**src/rtl/led_row_serializer_if.sv**
```systemverilog
// Pixel-path bundle between the show-ahead FIFO read port, the row serializer
// and the LED driver pins.
interface led_row_serializer_if #(
  parameter int unsigned DW = 12
);
  logic          start;
  logic [DW-1:0] fifo_dout;
  logic          fifo_valid;
  logic          fifo_re;
  logic          led_sclk;
  logic          led_sdi;
  logic          led_le;
  logic          busy;
  logic          row_done;

  modport master (
    output start, fifo_dout, fifo_valid,
    input  fifo_re, led_sclk, led_sdi, led_le, busy, row_done
  );

  modport slave (
    input  start, fifo_dout, fifo_valid,
    output fifo_re, led_sclk, led_sdi, led_le, busy, row_done
  );
endinterface

```
**src/rtl/led_row_serializer.sv**
```systemverilog
// Drains one row of grayscale words from a show-ahead FIFO per start pulse,
// shifts each MSB-first on sclk/sdi, then pulses the row latch.
module led_row_serializer #(
  parameter int unsigned DW          = 12,
  parameter int unsigned PIX_PER_ROW = 64,
  parameter int unsigned SCLK_DIV    = 2,
  parameter int unsigned LE_WIDTH    = 2
) (
  input  logic                clkr,
  input  logic                rst,
  led_row_serializer_if.slave bus
);

  localparam int unsigned PIX_W = (PIX_PER_ROW > 1) ? $clog2(PIX_PER_ROW) : 1;
  localparam int unsigned BIT_W = $clog2(DW);
  localparam int unsigned DIV_W = (SCLK_DIV > 1) ? $clog2(SCLK_DIV) : 1;
  localparam int unsigned LE_W  = (LE_WIDTH > 1) ? $clog2(LE_WIDTH) : 1;
  localparam int unsigned SR_W  = DW - 1;

  localparam logic [PIX_W-1:0] PIX_LAST = PIX_W'(PIX_PER_ROW - 1);
  localparam logic [BIT_W-1:0] BIT_LAST = BIT_W'(DW - 1);
  localparam logic [DIV_W-1:0] DIV_LAST = DIV_W'(SCLK_DIV - 1);
  localparam logic [LE_W-1:0]  LE_LAST  = LE_W'(LE_WIDTH - 1);

  localparam logic [1:0] S_IDLE  = 2'd0;
  localparam logic [1:0] S_LOAD  = 2'd1;
  localparam logic [1:0] S_SHIFT = 2'd2;
  localparam logic [1:0] S_LATCH = 2'd3;

  logic [1:0]       state_q,    state_d;
  logic [PIX_W-1:0] pix_cnt_q,  pix_cnt_d;
  logic [BIT_W-1:0] bit_cnt_q,  bit_cnt_d;
  logic [DIV_W-1:0] div_cnt_q,  div_cnt_d;
  logic [LE_W-1:0]  le_cnt_q,   le_cnt_d;
  // The MSB goes straight to sdi on load, so only the remaining bits are kept.
  logic [SR_W-1:0]  shreg_q,    shreg_d;
  logic             sclk_q,     sclk_d;
  logic             sdi_q,      sdi_d;
  logic             le_q,       le_d;
  logic             busy_q,     busy_d;
  logic             row_done_q, row_done_d;

  // Next-state and output computation.
  always_comb begin
    state_d    = state_q;
    pix_cnt_d  = pix_cnt_q;
    bit_cnt_d  = bit_cnt_q;
    div_cnt_d  = div_cnt_q;
    le_cnt_d   = le_cnt_q;
    shreg_d    = shreg_q;
    sclk_d     = sclk_q;
    sdi_d      = sdi_q;
    le_d       = le_q;
    row_done_d = 1'b0;

    case (state_q)
      S_IDLE: begin
        if (bus.start) begin
          state_d   = S_LOAD;
          pix_cnt_d = '0;
        end
      end

      S_LOAD: begin
        if (bus.fifo_valid) begin
          shreg_d   = bus.fifo_dout[SR_W-1:0];
          sdi_d     = bus.fifo_dout[DW-1];
          bit_cnt_d = '0;
          div_cnt_d = '0;
          sclk_d    = 1'b0;
          state_d   = S_SHIFT;
        end
      end

      S_SHIFT: begin
        if (div_cnt_q == DIV_LAST) begin
          div_cnt_d = '0;
          if (!sclk_q) begin
            sclk_d = 1'b1;
          end else begin
            // End of the high phase: advance to the next bit.
            sclk_d    = 1'b0;
            sdi_d     = shreg_q[SR_W-1];
            shreg_d   = shreg_q << 1;
            bit_cnt_d = bit_cnt_q + BIT_W'(1);
            if (bit_cnt_q == BIT_LAST) begin
              if (pix_cnt_q == PIX_LAST) begin
                state_d  = S_LATCH;
                le_d     = 1'b1;
                le_cnt_d = '0;
              end else begin
                pix_cnt_d = pix_cnt_q + PIX_W'(1);
                state_d   = S_LOAD;
              end
            end
          end
        end else begin
          div_cnt_d = div_cnt_q + DIV_W'(1);
        end
      end

      S_LATCH: begin
        if (le_cnt_q == LE_LAST) begin
          le_d       = 1'b0;
          row_done_d = 1'b1;
          state_d    = S_IDLE;
        end else begin
          le_cnt_d = le_cnt_q + LE_W'(1);
        end
      end

      default: state_d = S_IDLE;
    endcase

    busy_d = (state_d != S_IDLE);
  end

  // State and output registers.
  always_ff @(posedge clkr or posedge rst) begin
    if (rst) begin
      state_q    <= S_IDLE;
      pix_cnt_q  <= '0;
      bit_cnt_q  <= '0;
      div_cnt_q  <= '0;
      le_cnt_q   <= '0;
      shreg_q    <= '0;
      sclk_q     <= 1'b0;
      sdi_q      <= 1'b0;
      le_q       <= 1'b0;
      busy_q     <= 1'b0;
      row_done_q <= 1'b0;
    end else begin
      state_q    <= state_d;
      pix_cnt_q  <= pix_cnt_d;
      bit_cnt_q  <= bit_cnt_d;
      div_cnt_q  <= div_cnt_d;
      le_cnt_q   <= le_cnt_d;
      shreg_q    <= shreg_d;
      sclk_q     <= sclk_d;
      sdi_q      <= sdi_d;
      le_q       <= le_d;
      busy_q     <= busy_d;
      row_done_q <= row_done_d;
    end
  end

  // Read strobe is combinational so the word is consumed in the cycle it is captured.
  assign bus.fifo_re  = (state_q == S_LOAD) && bus.fifo_valid && !rst;
  assign bus.led_sclk = sclk_q;
  assign bus.led_sdi  = sdi_q;
  assign bus.led_le   = le_q;
  assign bus.busy     = busy_q;
  assign bus.row_done = row_done_q;

endmodule

```
**src/flat_wrapper.sv**
```systemverilog
// flat-port wrapper written by rule: the top's interface ports become plain ports
module led_row_serializer_flat 
#(
  parameter int unsigned DW          = 12,
  parameter int unsigned PIX_PER_ROW = 64,
  parameter int unsigned SCLK_DIV    = 2,
  parameter int unsigned LE_WIDTH    = 2
)
  (clkr, rst, bus_start, bus_fifo_dout, bus_fifo_valid, bus_fifo_re, bus_led_sclk, bus_led_sdi, bus_led_le, bus_busy, bus_row_done);
  led_row_serializer_if #(.DW(DW)) bus_i ();
  input  logic clkr;
  input  logic rst;
  input wire logic [$bits(bus_i.start)-1:0] bus_start;
  input wire logic [$bits(bus_i.fifo_dout)-1:0] bus_fifo_dout;
  input wire logic [$bits(bus_i.fifo_valid)-1:0] bus_fifo_valid;
  output wire logic [$bits(bus_i.fifo_re)-1:0] bus_fifo_re;
  output wire logic [$bits(bus_i.led_sclk)-1:0] bus_led_sclk;
  output wire logic [$bits(bus_i.led_sdi)-1:0] bus_led_sdi;
  output wire logic [$bits(bus_i.led_le)-1:0] bus_led_le;
  output wire logic [$bits(bus_i.busy)-1:0] bus_busy;
  output wire logic [$bits(bus_i.row_done)-1:0] bus_row_done;
  assign bus_i.start = bus_start;
  assign bus_i.fifo_dout = bus_fifo_dout;
  assign bus_i.fifo_valid = bus_fifo_valid;
  assign bus_fifo_re = bus_i.fifo_re;
  assign bus_led_sclk = bus_i.led_sclk;
  assign bus_led_sdi = bus_i.led_sdi;
  assign bus_led_le = bus_i.led_le;
  assign bus_busy = bus_i.busy;
  assign bus_row_done = bus_i.row_done;
  led_row_serializer #(.DW(DW), .PIX_PER_ROW(PIX_PER_ROW), .SCLK_DIV(SCLK_DIV), .LE_WIDTH(LE_WIDTH)) u_core (.clkr(clkr), .rst(rst), .bus(bus_i));
endmodule
```
**config.mk**
```make
export PLATFORM = sky130hd
export DESIGN_NAME = led_row_serializer_flat
export DESIGN_NICKNAME = d
export VERILOG_FILES = /design/src/rtl/led_row_serializer_if.sv /design/src/rtl/led_row_serializer.sv /design/src/flat_wrapper.sv
export SDC_FILE = /design/constraint.sdc
export NUM_CORES = 1
export LEC_CHECK = 0
export ABC_AREA = 1
export BUFFER_PORTS_ARGS = -buffer_cell sky130_fd_sc_hd__buf_2
export CAP_MARGIN = 10
export CORE_UTILIZATION = 57
export CTS_CLUSTER_SIZE = 25
export DETAILED_ROUTE_END_ITERATION = 7
export HOLD_SLACK_MARGIN = 0.12
export PLACE_DENSITY_LB_ADDON = 0.1
export SLEW_MARGIN = 20
export SYNTH_ARGS = -nofsm -noshare
export SYNTH_HDL_FRONTEND = slang
export SYNTH_SLANG_ARGS = --single-unit
```
**constraint.sdc**
```tcl
create_clock -name clkr -period 1.4 [get_ports clkr]
set_input_delay 0.21 -clock clkr [delete_from_list [all_inputs] [get_ports clkr]]
set_output_delay 0.21 -clock clkr [all_outputs]
set_load 0.005 [all_outputs]
```
==> qor.yml, run 1 <==
power_leakage_nw: 1.04
peakVddDrop_mv: 1.05
totalWireLength_um: 3410
syn_to_final_growth_pct: 17.8
ff2ff_setup_slack_ps: 70
drive_above_1_share_pct: 30.8
violations: "design-rule violations, negative setup slack"
synth_top_area_share_pct: 44.0
holdPathStages: 3
dp_cells: 261
cellPowerDensity_nw_per_um2: 1800
via_per_inst: 5.23
yosysSeqAreaShare_pct: 44.0
fmax_ghz: 0.705
gp_congestion: 0.908
boundaryPins: 22
slew_headroom_pct: 75.1
syn_inst: 209
nets: 264
totalPowerFinal_mw: 3.61
grt_first_pass_wirelength_um: 5590
num_rows: 19
numCtsBuffers: 5
reg2reg_to: "u_core.bit_cnt_q[2]$_DFFE_PP0P_"
chipWidth_um: 56.7
clock_latency_ps: 340
io_buffer_count: 21
drtIter0Drc: 43
antenna_found_initial: 0
yosysTopAreaCell: "dfrtp_1"
cts_sinks: 30
clock_tree.htree_level_count: 2
crit_type: "reg -> out"
setup_ws_ps: -18.5
fin_skew_ps: 11.3
crit_path_start_kind: "register"
worstHoldPathType: "in -> reg"
grt_max_degree: 31
finalNonFillerCells: 278
synthTopCellsByArea: "dfrtp_1, nand2_1, inv_1"
layout_common_cells: "nand2_1, dfrtp_1, inv_1"
grt_use_total_pct: 23.3
seqCellArea_um2: 752
dieHeight_um: 56.7
hold_violations: 0
grt_pass1_vias: 1356
dp_hpwl_um: 2240
setup_viol: 1
clock_path_buffers: 2
root_buffer: "clkbuf_4"
finalCritPeriodShare_pct: 101
post-route-drc-count: 4
async_flop_share_pct: 100
r2r_start: "u_core.state_q[0]$_DFF_PP0_"
worstMarginPinSlew_ps: 373
first_pass_iters: 6
rr_worst_depth: 7
yosys_most_used_dff: "dfrtp_1"
fp.dieArea_um2: 3220
synth.avg_cell_area_um2: 8.17
synth_edf_count: 0
min_from: "bus_fifo_dout[11]"
wl_per_cell_um: 12.2
ant_nets: 0
start_util_pct: 60.8
rsz0062_at_grt: "true"
syn_nets: 227
multi_input_area_um2: 801
path_clk_slew_ps: 90
grt-ovfl-total: 0
dr_total_vias: 1453
ys_warn_count: 0
worstPathRequired_ps: 1190
diodes: 0
fill_cells: 220
crit_arrival_ps: 1210
final_common_cell: "nand2_1"
worstHoldEndpoint: "u_core.bus.led_sdi$_DFFE_PP0P_"
ys_ff_latch: 30
core_um2: 2810
min_period_ps: 1420
drv_cap: 0
end_kind: "primary output"
cp_max_fo: 3
synth_cell_types: 28
cts_tree: "yes"
drv_slew: 0
status: "finished, violations left"
synth.cell_area_um2: 1710
power by group:
group,switching [mW],total (mW),internal [mW]
Combinational,1.07,1.76,0.690
Clock,0.306,0.549,0.243
Sequential,0.134,1.30,1.17
Total,1.51,3.61,2.10
routing by layer:
| layer | part of all wire, % | wire [µm] | GRT usage [%] |
|---|---|---|---|
| met5 | 0 | 0 | 0 |
| met3 | 4.4 | 149 | 5.30 |
| met4 | 2.4 | 83 | 15.0 |
| met2 | 52 | 1760 | 36.9 |
| met1 | 42 | 1420 | 28.5 |
metrics by stage:
stage	util (%)	setup TNS (ps)	hold slack (ps)	worst slack (ps)	instance area, µm²
final	71.7	-18.5	128	-18.5	2010
after global routing	71.7	-103	125	-88.1	2010
after CTS	69.2	-7.12	123	-7.12	1940
after detailed placement	65.3	0	317	32.1	1830
after global placement	65.3	0	308	90.0	1830
after floorplan	-	0	301	202	1710
registers in the layout, indices dropped and copies added (netlist names):
signal and flops:
u_core.shreg_q 11, u_core.bus.led_sdi 1, u_core.bus.row_done 1, u_core.div_cnt_q 1, u_core.pix_cnt_q 6, u_core.bus.busy 1
u_core.le_cnt_q 1, u_core.bus.led_sclk 1, u_core.bit_cnt_q 4, u_core.bus.led_le 1, u_core.state_q 2
synth_stat cells (2+ instances only):
| master | n |
|---|---|
| buf_6 | 2 |
| xor2_1 | 2 |
| nor2_1 | 11 |
| o21ai_1 | 5 |
| inv_2 | 2 |
| inv_1 | 29 |
| nand2_1 | 67 |
| a21oi_1 | 2 |
| nor2_8 | 3 |
| dfrtp_1 | 30 |
| nand3_1 | 12 |
| ha_1 | 2 |
| buf_2 | 2 |
| buf_8 | 2 |
| o21ai_0 | 14 |
| o21ai_2 | 12 |
final cells by class:
class,count,area share [%]
Timing Repair Buffer,34,10.7
Timing Repair inverter,1,0.436
Clock inverter,1,0.249
Clock buffer,7,2.74
Tap cell,31,1.93
Multi-Input combinational cell,142,39.8
Inverter,32,6.72
Sequential cell,30,37.4
timing repair:
action                                  CTS  global route
gates cloned                              0             2
pin swaps                                 1             3
endpoints found under the setup margin    1            20
hold buffers                              2             0
buffers inserted                          3             2
resized for setup                         3            15
endpoints found under the hold margin    31             0
critical path, cell delays in order (launching register included):
cell and delay (ps):
dfrtp_2 420, buf_6 130, nor2_8 100, inv_4 40, nor2_2 70, buf_2 110
worst max-delay path by stage:
stage,startpoint,end,depth (start not counted)
5_1_grt,u_core.state_q[1]$_DFF_PP0_,bus_fifo_re,5
4_1_cts,u_core.state_q[1]$_DFF_PP0_,bus_fifo_re,5
3_5_place_dp,u_core.state_q[1]$_DFF_PP0_,u_core.bit_cnt_q[2]$_DFFE_PP0P_,6
2_1_floorplan,u_core.pix_cnt_q[0]$_DFFE_PP0P_,u_core.le_cnt_q$_DFFE_PP0P_,8
6_report,u_core.state_q[1]$_DFF_PP0_,bus_fifo_re,5
3_3_place_gp,u_core.state_q[1]$_DFF_PP0_,u_core.bit_cnt_q[2]$_DFFE_PP0P_,6
kinds of logic after synthesis:
family	count (synthesis)	share of synthesized area, %
buffers and inverters	38	11.0
and+or+nand+nor	100	28.2
adders and majority gates	2	1.47
xor gates and xnor gates	2	1.03
DFF	30	44.0
AOI/OAI and AO/OA	37	14.4
(Power assumes the default switching activity.)
==> run 2: changes to the inputs <==
- MAX_ROUTING_LAYER: default -> met4
- REMOVE_ABC_BUFFERS: default -> 1
==> run 2 against run 1 <==
Net effect: utilization up 1.6 points; the flow finishes with violations (design-rule violations); largest power group unchanged; routed wire length up 2.0%; clock skew down 5.8 ps; non-clock buffer count up 1; power up 1.2%; critical endpoint unchanged; global-route usage up 0.96 points; worst setup slack better by 38 ps; die area unchanged.
==> qor.yml, run 2 (synthesis gave the netlist of run 1 again) <==
diodes: 0
totalPowerFinal_mw: 3.65
finalNonFillerCells: 279
num_rows: 19
crit_path_start_kind: "register"
peakVddDrop_mv: 1.07
dieHeight_um: 56.7
cts_tree: "yes"
drive_above_1_share_pct: 31.0
largestRegisters: "u_core.shreg_q: 11 flops, u_core.pix_cnt_q: 6 flops, u_core.bit_cnt_q: 4 flops"
ant_nets: 0
violations: "design-rule violations"
antenna_found_initial: 0
totalWireLength_um: 3470
drv_slew: 0
gp_congestion: 0.814
drv_cap: 0
slew_headroom_pct: 74.1
status: "finished, violations left"
grt_max_degree: 31
setup_viol: 0
worstHoldPathType: "in -> reg"
clock_tree.htree_level_count: 2
fmax_ghz: 0.724
fin_skew_ps: 5.48
grt_pass1_vias: 1386
cp_max_fo: 3
layout_common_cells: "nand2_1, dfrtp_1, inv_1"
min_period_ps: 1380
grt-ovfl-total: 0
grt_first_pass_wirelength_um: 5630
power_leakage_nw: 1.06
root_buffer: "clkbuf_4"
wl_per_cell_um: 12.4
regMostFlops: "u_core.shreg_q"
fp.dieArea_um2: 3220
io_buffer_count: 21
grt_use_total_pct: 24.3
cts_sinks: 30
critical_path.cell_chain: "buf_6, nor2_8, inv_2, nor2_1, buf_2"
finalCritPeriodShare_pct: 98.6
fill_cells: 206
worstPathRequired_ps: 1190
hold_violations: 0
setup_ws_ps: 19.4
clock_latency_ps: 320
dp_hpwl_um: 2200
drtIter0Drc: 47
largest_reg_flops: 11
start_util_pct: 60.8
boundaryPins: 22
final_common_cell: "nand2_1"
chipWidth_um: 56.7
crit_arrival_ps: 1170
numCtsBuffers: 5
rsz0062_at_grt: "true"
dr_total_vias: 1428
dp_cells: 262
clock_path_buffers: 2
nets: 266
first_pass_iters: 6
post-route-drc-count: 2
dp_slack_ps: 95.9
core_um2: 2810
via_per_inst: 5.12
path_clk_slew_ps: 90
crit_type: "reg -> out"
critPathSlowestCell: "dfrtp_1"
cellPowerDensity_nw_per_um2: 1780
worstMarginPinSlew_ps: 388
syn_to_final_growth_pct: 20.5
slowest_delay_ps: 390
end_kind: "primary output"
-- run 2: cell types whose count changed in the layout (fill, tap and decap cells not counted), sizes merged --
cell	delta
buf	+1
clkinv	-1
inv	+1
-- run 2: worst paths after layout --
check | endpoint | slack [ps] | cells past startpoint | startpoint
min in group asynchronous | u_core.shreg_q[0]$_DFFE_PP0P_ | 530 | 4 | rst
min reg2reg | u_core.bus.led_sdi$_DFFE_PP0P_ | 480 | 2 | u_core.bus.led_sdi$_DFFE_PP0P_
min | u_core.bus.led_sdi$_DFFE_PP0P_ | 150 | 3 | bus_fifo_dout[11]
max | bus_fifo_re | 20 | 5 | u_core.state_q[1]$_DFF_PP0_
max in group asynchronous | u_core.state_q[0]$_DFF_PP0_ | 570 | 4 | rst
max reg2reg | u_core.bit_cnt_q[2]$_DFFE_PP0P_ | 60 | 7 | u_core.state_q[0]$_DFF_PP0_
-- run 2: metal layers --
metal  up-vias  share of wire (%)  GRT usage, %
met3        10                3.3          6.91
met5         -                  0             -
met2        33                 51          41.0
met1       646                 43          25.4
met4         0                3.3          13.2
li1        739                  -             -
-- run 2: layout make-up --
class / count / area (µm²) / share of cell area (%)
multi-input cells: 142 / 848 / 41.3
flip-flops and latches: 30 / 752 / 36.6
repair buffers: 35 / 219 / 10.7
inverters: 32 / 135 / 6.57
clock buffers: 7 / 45.0 / 2.19
well taps: 31 / 38.8 / 1.89
repair inverters: 2 / 17.5 / 0.852
-- run 2: per-stage QoR --
stage                     hold WS (ps)  utilization, %  setup TNS [ps]  cell area (µm²)
final                              148            73.3               0             2060
after global placement             311            65.6               0             1840
after CTS                          129            69.2           -5.06             1940
after detailed placement           324            65.6               0             1840
after global routing               138            73.3            -178             2060
after floorplan                    301               -               0             1640
-- run 2: critical path, delay by kind of cell (launching register included) --
| family | cells | cell delay (ps) |
|---|---|---|
| buf+inv | 3 | 290 |
| flops | 1 | 390 |
| simple gates | 2 | 160 |
-- run 2: what timing repair did --
action / in CTS / in global routing
gates cloned: 0 / 3
endpoints found under the setup margin: 1 / 18
endpoints found under the hold margin: 31 / 0
pin swaps: 1 / 6
resized for setup: 3 / 23
hold buffers: 2 / 0
setup buffers: 4 / 2
-- run 2: where the power goes --
group	total (mW)	internal, mW	switching, mW	leakage [nW]
Clock	0.467	0.189	0.278	0.0254
Combinational	1.89	0.727	1.16	0.656
Sequential	1.30	1.17	0.135	0.380
Total	3.65	2.08	1.57	1.06
